## src/rtl/mesh_link.sv

```systemverilog
// mesh_link: elastic valid/ready stage between adjacent mesh router nodes.
// PASS buffers flits in a DEPTH-entry FIFO, SINK swallows and counts them, BLOCK refuses all.
module mesh_link #(
    parameter int unsigned DATA_WIDTH = 32,
    parameter int unsigned DEPTH      = 2,
    parameter int unsigned MODE       = 0,
    parameter int unsigned CNT_WIDTH  = 16
) (
    input  logic                       clk,
    input  logic                       rst,
    input  logic [DATA_WIDTH-1:0]      din,
    input  logic                       vin,
    output logic                       rout,
    output logic [DATA_WIDTH-1:0]      dout,
    output logic                       vout,
    input  logic                       rin,
    output logic [$clog2(DEPTH+1)-1:0] occupancy,
    output logic [CNT_WIDTH-1:0]       flit_count,
    output logic [CNT_WIDTH-1:0]       drop_count
);
    localparam int unsigned OccW = $clog2(DEPTH + 1);
    localparam int unsigned PtrW = (DEPTH > 1) ? $clog2(DEPTH) : 1;
    localparam bit IsPass = (MODE == 0);
    localparam bit IsSink = (MODE == 1);
    localparam logic [PtrW-1:0]      PtrLast = PtrW'(DEPTH - 1);
    localparam logic [OccW-1:0]      OccFull = OccW'(DEPTH);
    localparam logic [CNT_WIDTH-1:0] CntMax  = '1;

    logic [DATA_WIDTH-1:0] mem_q [DEPTH];
    logic [PtrW-1:0]       rd_ptr_q, rd_ptr_d;
    logic [PtrW-1:0]       wr_ptr_q, wr_ptr_d;
    logic [OccW-1:0]       occ_q, occ_d;
    logic [CNT_WIDTH-1:0]  flit_cnt_q, flit_cnt_d;
    logic [CNT_WIDTH-1:0]  drop_cnt_q, drop_cnt_d;
    logic                  push, pop;

    // Non-power-of-two depths need an explicit wrap rather than natural overflow.
    function automatic logic [PtrW-1:0] ptr_inc(input logic [PtrW-1:0] p);
        return (p == PtrLast) ? '0 : p + 1'b1;
    endfunction

    function automatic logic [CNT_WIDTH-1:0] sat_inc(input logic [CNT_WIDTH-1:0] c);
        return (c == CntMax) ? c : c + 1'b1;
    endfunction

    // Handshake outputs depend on registered state only, so rin never reaches rout.
    always_comb begin
        rout = 1'b0;
        vout = 1'b0;
        dout = '0;
        if (IsPass) begin
            rout = (occ_q < OccFull);
            vout = (occ_q != '0);
            dout = vout ? mem_q[rd_ptr_q] : '0;
        end else if (IsSink) begin
            rout = 1'b1;
        end
    end

    assign push = vin && rout;
    assign pop  = vout && rin;

    always_comb begin
        rd_ptr_d   = rd_ptr_q;
        wr_ptr_d   = wr_ptr_q;
        occ_d      = occ_q;
        flit_cnt_d = flit_cnt_q;
        drop_cnt_d = drop_cnt_q;
        if (IsPass) begin
            if (push) begin
                wr_ptr_d = ptr_inc(wr_ptr_q);
            end
            if (pop) begin
                rd_ptr_d   = ptr_inc(rd_ptr_q);
                flit_cnt_d = sat_inc(flit_cnt_q);
            end
            if (push && !pop) begin
                occ_d = occ_q + 1'b1;
            end else if (pop && !push) begin
                occ_d = occ_q - 1'b1;
            end
        end else if (IsSink && push) begin
            flit_cnt_d = sat_inc(flit_cnt_q);
            drop_cnt_d = sat_inc(drop_cnt_q);
        end
    end

    always_ff @(posedge clk) begin
        if (rst) begin
            rd_ptr_q   <= '0;
            wr_ptr_q   <= '0;
            occ_q      <= '0;
            flit_cnt_q <= '0;
            drop_cnt_q <= '0;
        end else begin
            rd_ptr_q   <= rd_ptr_d;
            wr_ptr_q   <= wr_ptr_d;
            occ_q      <= occ_d;
            flit_cnt_q <= flit_cnt_d;
            drop_cnt_q <= drop_cnt_d;
        end
    end

    // Storage is not reset; dout is masked while empty.
    always_ff @(posedge clk) begin
        if (IsPass && push) begin
            mem_q[wr_ptr_q] <= din;
        end
    end

    assign occupancy  = occ_q;
    assign flit_count = flit_cnt_q;
    assign drop_count = drop_cnt_q;

endmodule

```

## config.mk

```make
export PLATFORM = sky130hd
export DESIGN_NAME = mesh_link
export DESIGN_NICKNAME = d
export VERILOG_FILES = /design/src/rtl/mesh_link.sv
export SDC_FILE = /design/constraint.sdc
export NUM_CORES = 1
export LEC_CHECK = 0
export CAP_MARGIN = 20
export CORE_ASPECT_RATIO = 1.1
export CORE_MARGIN = 10
export CORE_UTILIZATION = 30
export CTS_CLUSTER_SIZE = 8
export DETAILED_ROUTE_END_ITERATION = 16
export PLACE_DENSITY = 0.64
export SYNTH_ARGS = -nofsm -noshare
export SYNTH_HDL_FRONTEND = slang
export SYNTH_SLANG_ARGS = --single-unit
```

## constraint.sdc

```tcl
create_clock -name clk -period 3.6 [get_ports clk]
set_clock_uncertainty 0.05 [all_clocks]
set_input_delay 1.08 -clock clk [delete_from_list [all_inputs] [get_ports clk]]
set_output_delay 1.08 -clock clk [all_outputs]
set_load 0.05 [all_outputs]
```

======== Word-level counts from Yosys, hierarchy flattened ========
Memories as Yosys holds them, arrays and structs flattened. A register that Yosys moved wholly into a read port is not among the register bits.
Index checks and enable logic that the tools add are counted.
storage, ports and cells
  flip-flop bits (word level) ............. 20
  RAM bits ................................ 64
  output and inout port bits .............. 68
  memories ................................ 1
memories
  memory  depth  bits a word  rd ports  clocked after Yosys merged registers in  wr ports  line  RTL
  mem_q   2      32           1         1                                        1         29    logic [DATA_WIDTH-1:0] mem_q [DEPTH];
cells by class
  $add $sub $neg .......................... 5
  $lt $le $gt $ge ......................... 1
  equal/unequal tests ..................... 1
  muxes and demuxes ....................... 9
  bitwise operators ....................... 1
  reductions and logical operators ........ 9
operator list
  cell                                                number
  two-way mux 32 bit                                  1
  adder 16 x 1 -> 16 bit (second input constant)      1
  == test 16 bit (second input constant)              1
  two-way mux 1 bit                                   6
  logical AND 1 bit                                   4
  two-way mux 2 bit                                   2
  nonzero test 2 bit                                  2
  adder 1 bit (second input constant)                 2
  adder 2 x 1 -> 2 bit (second input constant)        1
  logical NOT 1 bit                                   2
  less-than comparator 2 bit (second input constant)  1
  AND reduction 2 bit                                 1
  subtractor 2 x 1 -> 2 bit (second input constant)   1
  inverter 1 bit                                      1

======== Logic depth before layout (Yosys ltp) ========
  depth after elaboration ................. 6
  gate-level depth with buffers ........... 7

======== Worst setup path after synthesis ========
No wires, ideal clock.
  path kind ............................... input to register
  start ................................... input port vin
  end ..................................... memory mem_q[0][0] (enable)
  setup time .............................. 0.425 ns
  arrival ................................. 2.812 ns
  data required time ...................... 3.125 ns
  setup slack ............................. 0.313 ns
  stages on the path ...................... 2
  cells stage by stage .................... nor2b_1 > nor2b_1
on the way
  cells in the longest elaborated chain, start to end .. 3
ends and longest elaborated chain
  item                                     line  RTL
  start, declared                          12    input logic vin,
  logical AND 1 bit                        60    assign push = vin && rout;
  two-way mux 1 bit                        106   if (IsPass && push) begin
  two-way mux 1 bit (implied by the code)  107   mem_q[wr_ptr_q] <= din;
  end, declared                            29
Every way passes these cells.

======== Worst setup path after layout ========
  start ................................... register occ_q[1] (netlist: occupancy[1])
  end ..................................... output port dout[5]
on the way
  cells in the longest elaborated chain, start to end .. 2
ends and longest elaborated chain
  item                    line  RTL
  start, declared         32    logic [OccW-1:0] occ_q, occ_d;
  start signal, assigned  92    occ_q <= '0;
  start signal, assigned  98    occ_q <= occ_d;
  nonzero test 2 bit      53    vout = (occ_q != '0);
  two-way mux 32 bit      54    dout = vout ? mem_q[rd_ptr_q] : '0;
  end, declared           14    output logic [DATA_WIDTH-1:0] dout,
Every way passes these cells.

==> flow_summary.yaml <==
status:
  status: "completed"
routing:
  wirelength_microns: 8330
  first_iter_violations: 140
  postRouteAntennaNets: 0
  drc: 0
  routed_via_density: 4.59
  wire_per_inst_microns: 15.8
  vias: 2427
  dr.pass1.iters: 4
grt:
  grt_max_degree: 33
  grt_remaining_overflow: 0
  grt_pass1_wl_microns: 13300
  gr-usage-all-layers_pct: 9.83
  antenna_found_initial: 0
  grt_pass1_vias: 2465
critical_path:
  reg2regPathDepth: 6
  path_class: "reg -> out"
  worst-r2r-setup-slack_ns: 1.42
  arrival_ns: 2.26
  r2r_start: "occupancy[1]$_SDFFE_PP0P_"
  critPathCaptureType: "output pin"
  cp-start-kind: "register"
  path_max_fanout: 19
  rr_endpoint: "flit_count[10]$_SDFFE_PP0P_"
  crit_path_start: "occupancy[1]$_SDFFE_PP0P_"
  crit_required_ns: 2.47
  crit_end: "dout[5]"
min_path:
  hold_path.class: "reg -> reg"
clock_tree:
  cts_inserted_buffers: 9
  cts_max_level: 3
  post-cts-setup-buffers: 0
  cts.sink_count: 85
  cts_hold_buf: 0
  cts_buffer_depth: 2
  clkLatencyLatePin_ns: 0.33
  clk_pin_slew_ns: 0.06
  cts.repair.resized: 0
  cts_root_buf: "clkbuf_16"
  cts_tree: "done"
yosys:
  yosys_most_used_dff: "edfxtp_1"
  ys_warn_count: 0
  async_reset_ff_share_pct: 0
  synth_edf_count: 64
  synth_area_per_cell_sq_um: 12.8
  synthesis.area_sq_um: 3610
  synthCells: 282
  synth_cell_types: 39
  ys_seq_area_share_pct: 64.9
  synth_seq_cells: 85
sta:
  fin_crit_ns: 3.39
  min_period_over_period_pct: 94.2
  tns_ns: 0
  slew_viol_final: 0
  worst_pin_slew_ns: 0.710
  finalHoldViolCount: 0
  slew_headroom_pct: 52.3
  fmax_mhz: 295
  grt_setup_unrepaired: "no"
  setup_violations: 0
finish:
  final_area_sq_um: 4950
  fin_nets: 413
  antennaDiodeCount: 0
  drive_gt1_share_pct: 9.23
  area.growth.synth_to_final_pct: 37.2
pwr:
  p_leak_nw: 1.71
  irDropWorstVdd_uv: 404
  cellPowerDensity_nw_per_um2: 797
place:
  place_area_sq_um: 4650
  dp_hpwl_microns: 6150
  place.gp.congestion: 0.868
  io_buffers: 87
die:
  initial_utilization_pct: 31.0
  fp.dieW_microns: 125
  die_h_microns: 135
  dieArea_sq_um: 16800
  io_pins: 104
  core_sq_um: 11600
  num_rows: 41
job:
  maxCapViolations: 0
-- area by class of cell --
type / instances / area [sq um]
multi-input cells: 178 / 1150
repair buffers: 95 / 943
flip-flops and latches: 85 / 2340
clock inverters: 5 / 76.3
fillers: 1081 / 6690
well taps: 150 / 188
clock buffers: 10 / 229
inverters: 6 / 22.5
-- stage by stage --
| step | hold slack [ns] | cells | worst slack, ns | total power (W) | utilization (%) |
|---|---|---|---|---|---|
| finish | 0.449 | 529 | 0.209 | 0.00395 | 42.5 |
| global route | 0.504 | 529 | 0.0787 | 0.00413 | 42.5 |
| CTS | 0.452 | 529 | 0.152 | 0.00401 | 42.5 |
| detailed placement | 0.445 | 514 | 0.513 | 0.00306 | 39.9 |
| global placement | 0.429 | 514 | 0.572 | 0.00305 | 39.9 |
| floorplan | 0.422 | 297 | 0.313 | 0.00247 | - |
-- power breakdown --
| group | total [W] | switching (W) | internal, W | leakage, nW |
|---|---|---|---|---|
| clock network | 0.000933 | 0.000334 | 0.000599 | 0.142 |
| registers | 0.00127 | 0.0000557 | 0.00122 | 0.767 |
| logic | 0.00174 | 0.00117 | 0.000566 | 0.805 |
| total | 0.00395 | 0.00156 | 0.00238 | 1.71 |
-- Yosys cell counts (2+ instances only) --
cell type | number | share of area, %
dfxtp_1 | 21 | 12
o21ai_0 | 4 | 0.55
and3_1 | 3 | 0.52
and2_1 | 3 | 0.52
ha_1 | 2 | 0.69
nand3_1 | 4 | 0.55
inv_1 | 5 | 0.52
xor2_1 | 3 | 0.73
clkbuf_1 | 8 | 0.83
a21oi_1 | 8 | 1.1
nor2b_1 | 8 | 1.4
edfxtp_1 | 64 | 53
nand4_1 | 5 | 0.87
mux2_2 | 7 | 2.2
buf_4 | 16 | 3.3
o311ai_0 | 2 | 0.49
mux2i_1 | 33 | 9.2
o41ai_1 | 2 | 0.49
or4_1 | 3 | 0.62
buf_1 | 3 | 0.31
nor2_1 | 45 | 4.7
nand2_1 | 11 | 1.1
a211oi_1 | 4 | 0.83
or3_1 | 3 | 0.52
-- cell usage in the layout (no fill, tap or decap), types with 2 or more instances in the layout --
| cell | n |
|---|---|
| clkdlybuf4s50_1 | 87 |
| edfxtp_1 | 64 |
| nor2_1 | 45 |
| mux2i_1 | 33 |
| dfxtp_1 | 20 |
| conb_1 | 16 |
| nand2_1 | 11 |
| clkbuf_16 | 9 |
| a21oi_1 | 8 |
| nor2b_1 | 7 |
| mux2_2 | 7 |
| buf_4 | 7 |
| inv_1 | 5 |
| nand4_1 | 5 |
| nand3_1 | 4 |
| a211oi_1 | 4 |
| o21ai_0 | 4 |
| xor2_1 | 3 |
| or3_1 | 3 |
| or4_1 | 3 |
| and3_1 | 3 |
| nor2b_4 | 2 |
| o41ai_1 | 2 |
| and2_1 | 2 |
| o311ai_0 | 2 |
| ha_1 | 2 |
| bufinv_16 | 2 |
-- critical path, cell delays in order (launching register included) --
cell	delay [ns]
dfxtp_1	0.38
nor2_4	0.50
buf_4	0.27
nor2_1	0.06
clkdlybuf4s50_1	0.71
-- how the worst min path moves through the flow --
stage | to | slack (ns) | depth (start not counted) | startpoint
after floorplan | register | 0.42 | 2 | rd_ptr_q$_SDFFE_PP0P_
after global placement | flit_count[1]$_SDFFE_PP0P_ | 0.43 | 2 | flit_count[1]$_SDFFE_PP0P_
after detailed placement | flit_count[1]$_SDFFE_PP0P_ | 0.44 | 2 | flit_count[1]$_SDFFE_PP0P_
after CTS | flit_count[1]$_SDFFE_PP0P_ | 0.45 | 2 | flit_count[1]$_SDFFE_PP0P_
after global routing | flit_count[1]$_SDFFE_PP0P_ | 0.50 | 2 | flit_count[1]$_SDFFE_PP0P_
final | flit_count[1]$_SDFFE_PP0P_ | 0.45 | 2 | flit_count[1]$_SDFFE_PP0P_
-- metal layers --
| metal | track usage, % | vias up | part of all wire (%) |
|---|---|---|---|
| met5 | 0 | - | 0 |
| met4 | 4.47 | 0 | 1.3 |
| met3 | 4.31 | 10 | 10 |
| met2 | 16.3 | 102 | 49 |
| met1 | 10.6 | 1140 | 40 |
| li1 | - | 1175 | - |
-- registers in the layout (all words and copies together), names as in the netlist, named ones only --
| register | count |
|---|---|
| rd_ptr_q | 1 |
| occupancy | 2 |
| flit_count | 16 |
| mem_q | 64 |
| wr_ptr_q | 1 |
-- cells by family after synthesis --
group | count (synthesis) | synth area share (%)
DFF | 85 | 64.9
other | 1 | 0.104
and+or+nand+nor | 90 | 11.9
adders and majority gates | 2 | 0.693
muxes | 40 | 11.3
AOI/OAI and AO/OA | 26 | 4.85
buffers and inverters | 34 | 5.23
xor gates and xnor gates | 4 | 0.971
(Power assumes the default switching activity.)
